### config.mk
export PLATFORM = sky130hd
export DESIGN_NAME = tcm_port_arbiter
export DESIGN_NICKNAME = d
export VERILOG_FILES = /design/src/rtl/tcm_arb_pkg.sv /design/src/rtl/rr_arbiter3.sv /design/src/rtl/tcm_port_arbiter.sv
export SDC_FILE = /design/constraint.sdc
export NUM_CORES = 1
export LEC_CHECK = 0
export ABC_AREA = 1
export BUFFER_PORTS_ARGS = -buffer_cell sky130_fd_sc_hd__buf_2
export CORE_AREA = 2 2 192 194
export DETAILED_ROUTE_END_ITERATION = 7
export DIE_AREA = 0 0 194 196
export GPL_TIMING_DRIVEN = 0
export PLACE_DENSITY_LB_ADDON = 0.2
export SETUP_SLACK_MARGIN = 0.02
export SKIP_CTS_REPAIR_TIMING = 1
export SYNTH_ARGS = -nofsm -noshare
export SYNTH_HDL_FRONTEND = slang
export SYNTH_HIERARCHICAL = 1
export SYNTH_SLANG_ARGS = --single-unit
### constraint.sdc
create_clock -name clk -period 2.5 [get_ports clk]
set_input_delay 0 -clock clk [delete_from_list [all_inputs] [get_ports clk]]
set_output_delay 0 -clock clk [all_outputs]
set_load 0.1 [all_outputs]
### src/rtl/tcm_arb_pkg.sv
// Shared types for the TCM port arbiter: requester ids, command/response stage records.
// Bus width macros default here when the surrounding build does not provide them.
`ifndef ADDR_WIDTH
`define ADDR_WIDTH 32
`endif
`ifndef BUS_DATA_WIDTH
`define BUS_DATA_WIDTH 128
`endif
`ifndef REG_DATA_WIDTH
`define REG_DATA_WIDTH 32
`endif
`ifndef SIZE_WIDTH
`define SIZE_WIDTH 2
`endif

package tcm_arb_pkg;

  typedef logic [1:0] req_id_t;

  typedef enum logic [1:0] {
    REQ_FETCH       = 2'd0,
    REQ_STBUF_READ  = 2'd1,
    REQ_STBUF_WRITE = 2'd2
  } req_e;

  typedef struct packed {
    logic                       valid;
    req_id_t                    id;
    logic [`ADDR_WIDTH-1:0]     addr;
    logic [`SIZE_WIDTH-1:0]     size;
    logic [`REG_DATA_WIDTH-1:0] wdata;
    logic                       cancelled;
  } tcm_cmd_t;

  // The response stage only needs to know who to ack and whether a flush killed it.
  typedef struct packed {
    logic    valid;
    req_id_t id;
    logic    cancelled;
  } tcm_rsp_t;

  function automatic req_id_t next_id(input req_id_t id);
    return (id >= 2'd2) ? 2'd0 : id + 2'd1;
  endfunction

endpackage

### src/rtl/rr_arbiter3.sv
// Three-way round-robin arbiter: combinational rotate from the pointer, pointer
// advances past the winner and holds when nothing is eligible.
module rr_arbiter3
  import tcm_arb_pkg::*;
(
  input  logic       clk,
  input  logic       rst,
  input  logic [2:0] eligible,
  output logic       grant_valid,
  output req_id_t    grant_id
);

  req_id_t ptr_reg;
  req_id_t ptr_next;
  req_id_t idx;

  always_comb begin
    grant_valid = 1'b0;
    grant_id    = REQ_FETCH;
    idx         = (ptr_reg > 2'd2) ? 2'd0 : ptr_reg;
    for (int k = 0; k < 3; k++) begin
      if (!grant_valid && eligible[idx]) begin
        grant_valid = 1'b1;
        grant_id    = idx;
      end
      idx = next_id(idx);
    end
  end

  assign ptr_next = grant_valid ? next_id(grant_id) : ptr_reg;

  always_ff @(posedge clk or negedge rst) begin
    if (!rst) ptr_reg <= REQ_FETCH;
    else      ptr_reg <= ptr_next;
  end

endmodule

### src/rtl/tcm_port_arbiter.sv
// Shares the single TCM port between fetch, store-buffer read and store-buffer write
// via a grant -> command -> response pipeline. Optional TCM_PORT_ARBITER_STALL_CNT_EN adds wait counters.
module tcm_port_arbiter
  import tcm_arb_pkg::*;
#(
  parameter int NUM_REQ = 3
`ifdef TCM_PORT_ARBITER_STALL_CNT_EN
  ,
  parameter int STALL_CNT_WIDTH = 32
`endif
) (
  input  logic                       clk,
  input  logic                       rst,
`ifdef TCM_PORT_ARBITER_STALL_CNT_EN
  output logic [STALL_CNT_WIDTH-1:0] fetch_stall_cnt,
  output logic [STALL_CNT_WIDTH-1:0] stbuf_read_stall_cnt,
  output logic [STALL_CNT_WIDTH-1:0] stbuf_write_stall_cnt,
`endif
  input  logic [`ADDR_WIDTH-1:0]     fetch_addr,
  input  logic                       fetch_req,
  input  logic                       fetch_flush,
  output logic [`BUS_DATA_WIDTH-1:0] fetch_data,
  output logic                       fetch_ack,
  input  logic [`ADDR_WIDTH-1:0]     stbuf_read_addr,
  input  logic [`SIZE_WIDTH-1:0]     stbuf_read_size,
  input  logic                       stbuf_read_req,
  output logic [`REG_DATA_WIDTH-1:0] stbuf_read_data,
  output logic                       stbuf_read_ack,
  input  logic [`ADDR_WIDTH-1:0]     stbuf_write_addr,
  input  logic [`SIZE_WIDTH-1:0]     stbuf_write_size,
  input  logic [`REG_DATA_WIDTH-1:0] stbuf_write_data,
  input  logic                       stbuf_write_req,
  output logic                       stbuf_write_ack,
  output logic [`ADDR_WIDTH-1:0]     tcm_addr,
  output logic [`SIZE_WIDTH-1:0]     tcm_size,
  output logic [`REG_DATA_WIDTH-1:0] tcm_wdata,
  output logic                       tcm_rd,
  output logic                       tcm_wr,
  input  logic [`BUS_DATA_WIDTH-1:0] tcm_rdata
);

  logic [NUM_REQ-1:0] req_raw;
  logic [NUM_REQ-1:0] req_vec;
  logic [NUM_REQ-1:0] eligible;
  logic [NUM_REQ-1:0] ack;
  logic               grant_valid;
  req_id_t            grant_id;
  tcm_cmd_t           cmd_reg, cmd_next;
  tcm_rsp_t           rsp_reg, rsp_next;

  assign req_raw = {stbuf_write_req, stbuf_read_req, fetch_req};
  // A fetch request seen alongside a flush belongs to the discarded stream.
  assign req_vec = {req_raw[2:1], req_raw[0] & ~fetch_flush};

  // A requester with an access already in the pipe may not be granted again.
  generate
    for (genvar gi = 0; gi < NUM_REQ; gi++) begin : g_req
      assign eligible[gi] = req_vec[gi]
                            && !(cmd_reg.valid && cmd_reg.id == req_id_t'(gi))
                            && !(rsp_reg.valid && rsp_reg.id == req_id_t'(gi));
      assign ack[gi]      = rsp_reg.valid && !rsp_reg.cancelled && rsp_reg.id == req_id_t'(gi);
    end
  endgenerate

  rr_arbiter3 u_rr (
    .clk        (clk),
    .rst        (rst),
    .eligible   (eligible),
    .grant_valid(grant_valid),
    .grant_id   (grant_id)
  );

  always_comb begin
    cmd_next = '0;
    if (grant_valid) begin
      cmd_next.valid = 1'b1;
      cmd_next.id    = grant_id;
      case (grant_id)
        REQ_FETCH:      cmd_next.addr = fetch_addr;
        REQ_STBUF_READ: begin
          cmd_next.addr = stbuf_read_addr;
          cmd_next.size = stbuf_read_size;
        end
        REQ_STBUF_WRITE: begin
          cmd_next.addr  = stbuf_write_addr;
          cmd_next.size  = stbuf_write_size;
          cmd_next.wdata = stbuf_write_data;
        end
        default:        cmd_next = '0;
      endcase
    end
  end

  always_comb begin
    rsp_next.valid     = cmd_reg.valid;
    rsp_next.id        = cmd_reg.id;
    rsp_next.cancelled = cmd_reg.cancelled
                         || (fetch_flush && cmd_reg.valid && cmd_reg.id == REQ_FETCH);
  end

  always_ff @(posedge clk or negedge rst) begin
    if (!rst) begin
      cmd_reg <= '0;
      rsp_reg <= '0;
    end else begin
      cmd_reg <= cmd_next;
      rsp_reg <= rsp_next;
    end
  end

  always_comb begin
    tcm_rd = 1'b0;
    tcm_wr = 1'b0;
    if (cmd_reg.valid) begin
      case (cmd_reg.id)
        REQ_FETCH, REQ_STBUF_READ: tcm_rd = 1'b1;
        REQ_STBUF_WRITE:           tcm_wr = 1'b1;
        default:                   ;
      endcase
    end
  end

  assign tcm_addr  = cmd_reg.addr;
  assign tcm_size  = cmd_reg.size;
  assign tcm_wdata = cmd_reg.wdata;

  // A flush arriving in the response cycle still has to swallow that ack.
  assign fetch_ack       = ack[0] && !fetch_flush;
  assign stbuf_read_ack  = ack[1];
  assign stbuf_write_ack = ack[2];
  assign fetch_data      = fetch_ack ? tcm_rdata : '0;
  assign stbuf_read_data = ack[1] ? tcm_rdata[`REG_DATA_WIDTH-1:0] : '0;

`ifdef TCM_PORT_ARBITER_STALL_CNT_EN
  logic [STALL_CNT_WIDTH-1:0] stall_cnt_reg [NUM_REQ];

  generate
    for (genvar gi = 0; gi < NUM_REQ; gi++) begin : g_stall
      always_ff @(posedge clk or negedge rst) begin
        if (!rst) begin
          stall_cnt_reg[gi] <= '0;
        end else if (req_raw[gi] && !(grant_valid && grant_id == req_id_t'(gi))
                     && !(&stall_cnt_reg[gi])) begin
          stall_cnt_reg[gi] <= stall_cnt_reg[gi] + 1'b1;
        end
      end
    end
  endgenerate

  assign fetch_stall_cnt       = stall_cnt_reg[0];
  assign stbuf_read_stall_cnt  = stall_cnt_reg[1];
  assign stbuf_write_stall_cnt = stall_cnt_reg[2];
`endif

endmodule

==> results of run 1 <==
==> metal layers <==
| metal | global-route usage [%] | vias up | wire, um |
|---|---|---|---|
| met2 | 26.55 | 307 | 15320 |
| met4 | 5.499 | 0 | 856 |
| met1 | 16.54 | 3124 | 11480 |
| met5 | 0 | - | 0 |
| met3 | 3.387 | 35 | 2044 |
| li1 | - | 3402 | - |
==> per-stage QoR <==
stage / hold WS (ns) / utilization [%]
2_1_floorplan: -0.2956 / -
3_3_place_gp: 0.2150 / 22.74
3_5_place_dp: 0.03470 / 22.80
4_1_cts: -0.3510 / 23.71
5_1_grt: -0.004255 / 27.17
6_report: -0.04791 / 27.17
==> path summary, 6_finish.rpt <==
| path | startpoint | endpoint | slack [ns] | cells after the start |
|---|---|---|---|---|
| min reg2reg | cmd_reg[68] | rsp_reg[2] | 0.44 | 0 |
| min | stbuf_write_addr[22] | tcm_addr[22] | -0.05 | 5 |
| max | u_rr/ptr_reg[0] | tcm_addr[26] | 0.10 | 16 |
| max reg2reg | u_rr/ptr_reg[0] | tcm_addr[26] | 0.10 | 16 |
| max in group asynchronous | rst | tcm_wdata[30] | 1.69 | 3 |
| min in group asynchronous | rst | tcm_addr[18] | 0.18 | 2 |
==> cells in the mapped netlist, drive strengths merged <==
cell	instances
a21oi	2
nand3	44
o21ai	3
inv	221
nand4	1
dfrtp	75
nor3	2
ha	8
buf	98
nor3b	1
nor2	207
clkbuf	2
nand2	155
or2	1
==> critical path: stages, from the launching register on <==
cell	delay, ns
dfrtp_1	0.43
inv_2	0.11
ha_4	0.23
buf_4	0.14
o21ai_4	0.16
nand2_4	0.08
nand3_4	0.10
nor2_2	0.04
nor2_2	0.16
inv_2	0.09
ha_4	0.18
buf_12	0.14
buf_12	0.14
nand2_2	0.06
nand3_2	0.10
nand2_2	0.08
inv_2	0.04
==> cells by family after synthesis <==
group,share of synthesized area [%]
AOI/OAI and AO/OA,0.4876
adders and majority gates,1.951
buffers and inverters,29.26
DFF,36.58
and+or+nand+nor,31.72
==> area by class of cell <==
| type | count | area share (%) |
|---|---|---|
| Antenna cell | 8 | 0.2042 |
| Inverter | 221 | 8.539 |
| Sequential cell | 75 | 19.16 |
| Multi-Input combinational cell | 424 | 20.43 |
| Clock buffer | 9 | 2.297 |
| Buffer | 100 | 8.322 |
| Timing Repair Buffer | 580 | 34.00 |
| Clock inverter | 7 | 1.072 |
| Tap cell | 468 | 5.973 |
==> run_results.csv, run 1 <==
group,metric,value,unit
synth,seq_area_frac_synth,36.58,%
synth,synth_nets,1094,
clock_network,cts_sinks,75,
placement,port-buffer-count,496,
floorplanning,fp.dieW,194,um
placement,post-place-ws,-0.4296,ns
route,wl_per_cell,15.70,um
clock_network,numCtsBuffers,9,
setup_path,crit_path_end_kind,"flop",
clock_network,clock-root-buffer,"clkbuf_16",
synth,yosys_warnings,6,
clock_network,cts_max_path_buffers,2,
setup_path,start_kind,"flop",
setup_path,worstPathRequired,2.73,ns
setup_path,critical_path_class,"reg2reg",
finish,fillers,4139,
synth,synthesis.area,5131,um^2
finish,syn_to_final_growth,91.05,%
synth,avgSynthCellArea,6.258,um^2
finish,final_nets,1685,
placement,dp_cells,1785,
grt,antenna_found_initial,13,
sta,fin_setup_tns,0,ns
route,wirelength,29700,um
sta,maxSlewHeadroom,57.40,%
route,first_iter_violations,183,
flow_run,max_cap_violations,0,
route,via_count,6868,
sta,fmax,0.4170,GHz
sta,whs,-0.04791,ns
floorplanning,start_util,14.22,%
sta,hold_viol,19,
setup_path,cp.arrival,2.63,ns
sta,rsz0062_at_grt,"yes",
synth,netlist.area_leader.share,36.58,%
sta,period_minus_slack,2.398,ns
finish,ff_latch_area,1878,um^2
worst_hold_path,hp-class,"in2reg",
route,firstDrtPassIters,4,
placement,gp_congestion,0.9144,
setup_path,crit_fanout,5,
synth,yosysUniqueCellTypes,20,
finish,final_cell_mix,"510 x buf_2, 208 x inv_1, 195 x nor2_1, 141 x nand2_1, 82 x buf_4",
floorplanning,dieArea,38020,um^2
placement,dpl-instance-area,8227,um^2
finish,fin_area,9803,um^2
synth,ys_ff_latch,75,
synth,synth_top_cell_by_area,"dfrtp_1",
clock_network,tritoncts,"done",
sta,worst_pin_slew,0.6390,ns
sta,layout_worst_path_cycle_share,95.93,%
grt,grt_first_pass_wirelength,41140,um
route,drt.antenna.violating_nets,0,
floorplanning,ioPinCount,497,
finish,final_common_cell,"buf_2",
synth,synth_area_leaders,"dfrtp_1 37%, inv_1 16%, nor2_1 15%",
finish,multi_input_area,2003,um^2
finish,layoutNonFillerInstCount,1892,
floorplanning,core.rowCount,70,
grt,grt_max_degree,39,
synth,syn_inst,820,
placement,hpwl,25200,um
run_status,status,"finished with violations",
clock_network,insertion_delay,0.35,ns
sta,worst_slack,0.1018,ns
sta,slew_viol_final,0,
finish,drive_gt1_share,48.87,%
route,drc,0,
clock_network,htree_levels,3,
floorplanning,die_h,196,um
sta,clock_skew,0.01259,ns
clock_network,clk_pin_slew,0.07,ns
run_status,violations,"hold timing",
grt,grt_pass1_vias,6643,
grt,track_usage,14.60,%
route,avgViaCountPerCell,3.630,
floorplanning,coreArea,36080,um^2
sta,setup_viol,0,
grt,grt-ovfl-total,0,
Power of run 1 is left out: the tool's default activity adds up to more than one toggle a clock period on the data nets, which glitch-free logic cannot reach.
==> run 2, diff against run 1 <==
- PLACE_DENSITY: not set -> 0.38
- PLACE_DENSITY_LB_ADDON: 0.2 -> not set
==> run 2 against run 1 <==
Effect of this change:
- hold slack worse by 0.0026 ns
- register-to-register slack better by 0.03 ns
- largest cell class unchanged
- critical path type unchanged
- sequential share of layout area down 0.17 points
- the run still ends with hold timing left
==> run_results.csv, run 2 (synthesis gave the netlist of run 1 again) <==
group,metric,value,unit
run_status,status,"finished with violations",
run_status,violations,"hold timing",
setup_path,worstPathRequired,2.75,ns
clock_network,clock-root-buffer,"clkbuf_16",
floorplanning,coreArea,36080,um^2
placement,hpwl,24030,um
flow_run,max_cap_violations,0,
placement,post-place-ws,-0.5173,ns
sta,fin_setup_tns,0,ns
route,via_count,6854,
placement,dpl-instance-area,8227,um^2
setup_path,regToRegEndpoint,"tcm_addr[13]",
route,wl_per_cell,15.08,um
floorplanning,ioPinCount,497,
route,drt.antenna.violating_nets,0,
clock_network,tritoncts,"done",
sta,worst_slack,0.1323,ns
clock_network,cts_sinks,75,
sta,slew_viol_final,0,
setup_path,critical_path_class,"reg2reg",
finish,layoutNonFillerInstCount,1903,
sta,worst_pin_slew,0.5607,ns
grt,grt_first_pass_wirelength,39300,um
finish,syn_to_final_growth,92.66,%
route,drc,0,
setup_path,start_kind,"flop",
sta,period_minus_slack,2.368,ns
finish,fin_area,9886,um^2
route,first_iter_violations,153,
setup_path,r2r-start,"u_rr/ptr_reg[1]",
floorplanning,core.rowCount,70,
route,avgViaCountPerCell,3.602,
finish,drive_gt1_share,47.10,%
route,firstDrtPassIters,4,
floorplanning,start_util,14.22,%
sta,maxSlewHeadroom,62.62,%
floorplanning,die_h,196,um
worst_hold_path,hold_depth,5,
worst_hold_path,hp-start,"stbuf_write_addr[27]",
grt,antenna_found_initial,11,
clock_network,insertion_delay,0.35,ns
sta,whs,-0.05048,ns
clock_network,htree_levels,3,
finish,final_common_cell,"buf_2",
setup_path,crit_fanout,10,
clock_network,clk_pin_slew,0.07,ns
sta,hold_viol,20,
finish,final_cell_mix,"510 x buf_2, 211 x inv_1, 196 x nor2_1, 144 x nand2_1, 82 x dlygate4sd3_1",
setup_path,crit_path_end_kind,"flop",
setup_path,r2r_cells,17,
worst_hold_path,hp-class,"in2reg",
floorplanning,fp.dieW,194,um
route,wirelength,28690,um
placement,dp_cells,1785,
grt,track_usage,13.94,%
floorplanning,dieArea,38020,um^2
setup_path,ff2ff_setup_slack,0.13,ns
sta,setup_viol,0,
finish,final_nets,1698,
placement,port-buffer-count,496,
placement,gp_congestion,0.8791,
worst_hold_path,hold_end,"tcm_addr[27]",
clock_network,cts_max_path_buffers,2,
sta,layout_worst_path_cycle_share,94.71,%
setup_path,cp.arrival,2.61,ns
grt,grt_max_degree,40,
grt,grt_pass1_vias,6558,
sta,fmax,0.4224,GHz
grt,grt-ovfl-total,0,
sta,clock_skew,0.01299,ns
sta,rsz0062_at_grt,"yes",
clock_network,numCtsBuffers,9,
run 2: cell types whose count changed in the layout (fill, tap and decap cells not counted), sizes merged:
| cell | delta |
|---|---|
| dlygate4sd3 | +16 |
| diode | -2 |
| clkinv | +2 |
| inv | -1 |
| clkinvlp | -1 |
| buf | -3 |
run 2: per-stage QoR:
step	hold slack (ns)	util, %
global route	0.0003803	27.38
finish	-0.05048	27.40
detailed placement	0.03232	22.80
global placement	0.2156	22.74
floorplan	-0.2956	-
CTS	-0.3539	23.72
run 2: per-layer routing:
| layer | global-route usage [%] | wire (um) | part of all wire (%) | up-vias |
|---|---|---|---|---|
| met5 | 0 | 0 | 0 | - |
| li1 | - | - | - | 3425 |
| met2 | 27.38 | 15710 | 55 | 297 |
| met4 | 5.107 | 823 | 2.9 | 0 |
| met1 | 13.82 | 10190 | 36 | 3091 |
| met3 | 3.902 | 1961 | 6.8 | 41 |
run 2: cell type report:
cell class	instances	area [um^2]
buffer	100	814.5
timing repair buffer	593	3463
sequential	75	1877
tap	468	585.6
multi-input combinational	424	1962
antenna	6	15.01
clock inverter	7	106.4
clock buffer	9	225.2
inverter	221	837.1
fill	4074	26200
run 2: how the worst max path moves through the flow:
stage | startpoint | endpoint | slack, ns | depth (start not counted)
floorplan | u_rr/ptr_reg[0] | tcm_addr[12] | 0.26 | 15
global placement | cmd_reg[67] | tcm_wdata[25] | -0.53 | 17
detailed placement | cmd_reg[67] | tcm_wdata[26] | -0.52 | 17
CTS | cmd_reg[67] | tcm_wdata[26] | -0.54 | 17
global route | cmd_reg[68] | tcm_addr[26] | -0.03 | 20
finish | u_rr/ptr_reg[1] | tcm_addr[13] | 0.13 | 17
run 2: critical path: stages (launching register included):
cell,delay (ns)
dfrtp_1,0.43
ha_4,0.32
inv_2,0.07
nand2_1,0.07
nand3_2,0.06
nand2_2,0.12
nand3_4,0.11
nor2_4,0.14
nor2_4,0.06
inv_4,0.08
inv_4,0.05
ha_4,0.16
buf_8,0.14
buf_8,0.14
nand2_1,0.10
nand3_1,0.11
nand2_1,0.07
inv_1,0.04
Power of run 2 is left out for the same reason.
==> run 3, diff against run 2 <==
- CORE_AREA: 2 2 192 194 -> 2 2 195 197
- DIE_AREA: 0 0 194 196 -> 0 0 197 199
- clock period: 2.5 -> 2 ns (I/O delays scaled with it)
==> run 3 against run 2 <==
Effect of this change:
- the flow finishes with violations (hold timing, setup timing)
- worst setup slack lost 0.52 ns
- critical path type unchanged
- die area up 3.1%
- routed wire length up 5.7%
- flip-flop and latch count did not move
- global-route usage about the same
- fmax decreased by 0.75%
- clock skew grew 0.0028 ns
- register-to-register slack lost 0.52 ns
==> run_results.csv, run 3 (synthesis gave the netlist of run 1 again) <==
group,metric,value,unit
run_status,status,"finished with violations",
run_status,violations,"hold timing, setup timing",
setup_path,crit_fanout,8,
finish,fin_util,31.31,%
finish,syn_to_final_growth,126.6,%
flow_run,max_cap_violations,0,
finish,final_nets,1722,
clock_network,cts_sinks,75,
grt,grt_first_pass_wirelength,40120,um
grt,grt_max_degree,51,
worst_hold_path,hp-class,"in2reg",
setup_path,cp_num_buf_inv,7,
grt,antenna_found_initial,9,
sta,worst_pin_slew,0.5589,ns
clock_network,numCtsBuffers,9,
sta,setup_viol,69,
setup_path,critical_path_class,"reg2reg",
floorplanning,coreArea,37130,um^2
setup_path,worstPathRequired,2.23,ns
sta,worst_slack,-0.3855,ns
placement,gp_congestion,0.8960,
route,drt.antenna.violating_nets,0,
grt,busiest_layer,"met2",
setup_path,cp.arrival,2.62,ns
grt,grt_util_met2,26.21,%
floorplanning,ioPinCount,497,
sta,maxSlewHeadroom,63.00,%
floorplanning,dieArea,39200,um^2
grt,grtUsageMet3,4.222,%
finish,final_cell_mix,"356 x buf_2, 207 x inv_1, 129 x buf_4, 105 x nand2_1, 98 x nor2_1",
setup_path,cp_top_family,"simple AND/OR/NAND/NOR gates",
sta,whs,-0.04371,ns
sta,clock_skew,0.01581,ns
floorplanning,start_util,13.82,%
floorplanning,core.rowCount,71,
sta,rsz0062_at_grt,"yes",
clock_network,htree_levels,3,
setup_path,crit_path_end_kind,"flop",
clock_network,cts_max_path_buffers,2,
placement,port-buffer-count,496,
floorplanning,fp.dieW,197,um
sta,layout_worst_path_cycle_share,119.3,%
grt,grt_pass1_vias,6794,
finish,drive_gt1_share,58.98,%
route,firstDrtPassIters,4,
sta,period_minus_slack,2.385,ns
route,drc,0,
sta,hold_viol,16,
sta,slew_viol_final,0,
route,via_count,7105,
setup_path,start_kind,"flop",
route,first_iter_violations,193,
setup_path,cp_slowest_stage_delay,0.41,ns
sta,fmax,0.4192,GHz
setup_path,crit_slowest_cell,"dfrtp_1",
route,wirelength,30310,um
clock_network,tritoncts,"done",
clock_network,clock-root-buffer,"clkbuf_16",
grt,grt_use_met1,14.11,%
clock_network,insertion_delay,0.35,ns
grt,grt-ovfl-total,0,
route,avgViaCountPerCell,3.670,
floorplanning,die_h,199,um
setup_path,crit_path_cell_trace,"nor2_2 > nand2_1 > nand2_2 > nor2_4 > inv_1 > nand2_1 > nand3_2 > nand2_2 > nand3_4 > nor2_4 > nor2_4 > inv_4 > inv_4 > ha_4 > buf_12 > buf_12 > buf_12 > nand2_4 > nand3_2 > nand2_1 > inv_1",
clock_network,clk_pin_slew,0.07,ns
finish,final_common_cell,"buf_2",
placement,hpwl,24510,um
grt,track_usage,13.97,%
route,wl_per_cell,15.66,um
run 3: changes by cell type in the layout (fill, tap and decap cells not counted), sizes merged:
cell	before	now
clkinv	2	1
diode	6	9
dlygate4sd3	82	94
bufinv	2	0
inv	224	225
buf	606	592
clkinvlp	0	2
clkbuf	14	40
run 3: layer usage:
metal	vias up	part of all wire, %	wire length (um)
li1	3485	-	-
met1	3277	36	10860
met2	310	55	16580
met3	33	6.4	1947
met4	0	3.0	923
met5	-	0	0
run 3: tightest hold or removal path: stages:
cell and delay (ns):
buf_2 0.07, nand2_1 0.05, nand3_2 0.06, nand2_1 0.04, inv_1 0.05
run 3: cell type report:
class	instances	area, um^2
Fill cell	4102	25510
Timing Repair Buffer	617	4552
Multi-Input combinational cell	424	2586
Sequential cell	75	1879
Buffer	100	872.1
Inverter	221	839.6
Tap cell	474	593.1
Clock buffer	9	225.2
Clock inverter	7	57.56
Antenna cell	9	22.52
run 3: worst paths after layout:
path	start	endpoint	slack (ns)	depth (start not counted)
hold / removal	fetch_addr[24]	tcm_addr[24]	-0.04	5
setup / recovery	rsp_reg[1]	tcm_addr[27]	-0.39	21
hold reg to reg	cmd_reg[69]	rsp_reg[3]	0.44	0
min in group asynchronous	rst	tcm_addr[20]	0.14	2
max in group asynchronous	rst	cmd_reg[69]	1.23	3
setup reg to reg	rsp_reg[1]	tcm_addr[27]	-0.39	21
run 3: per-stage QoR:
stage / worst slack (ns) / hold WS, ns / area, um^2 / cells / TNS (ns)
3_5_place_dp: -0.7513 / -0.04164 / 8563 / 1791 / -39.98
5_1_grt: -0.5463 / -0.003007 / 11620 / 1935 / -32.30
4_1_cts: -0.7652 / -0.4336 / 8846 / 1807 / -57.07
2_1_floorplan: -0.1680 / -0.2956 / 5458 / 820 / -20.74
6_report: -0.3855 / -0.04371 / 11630 / 1936 / -20.00
3_3_place_gp: -0.7478 / 0.2152 / 8533 / 1790 / -38.98
Power of run 3 is left out for the same reason.
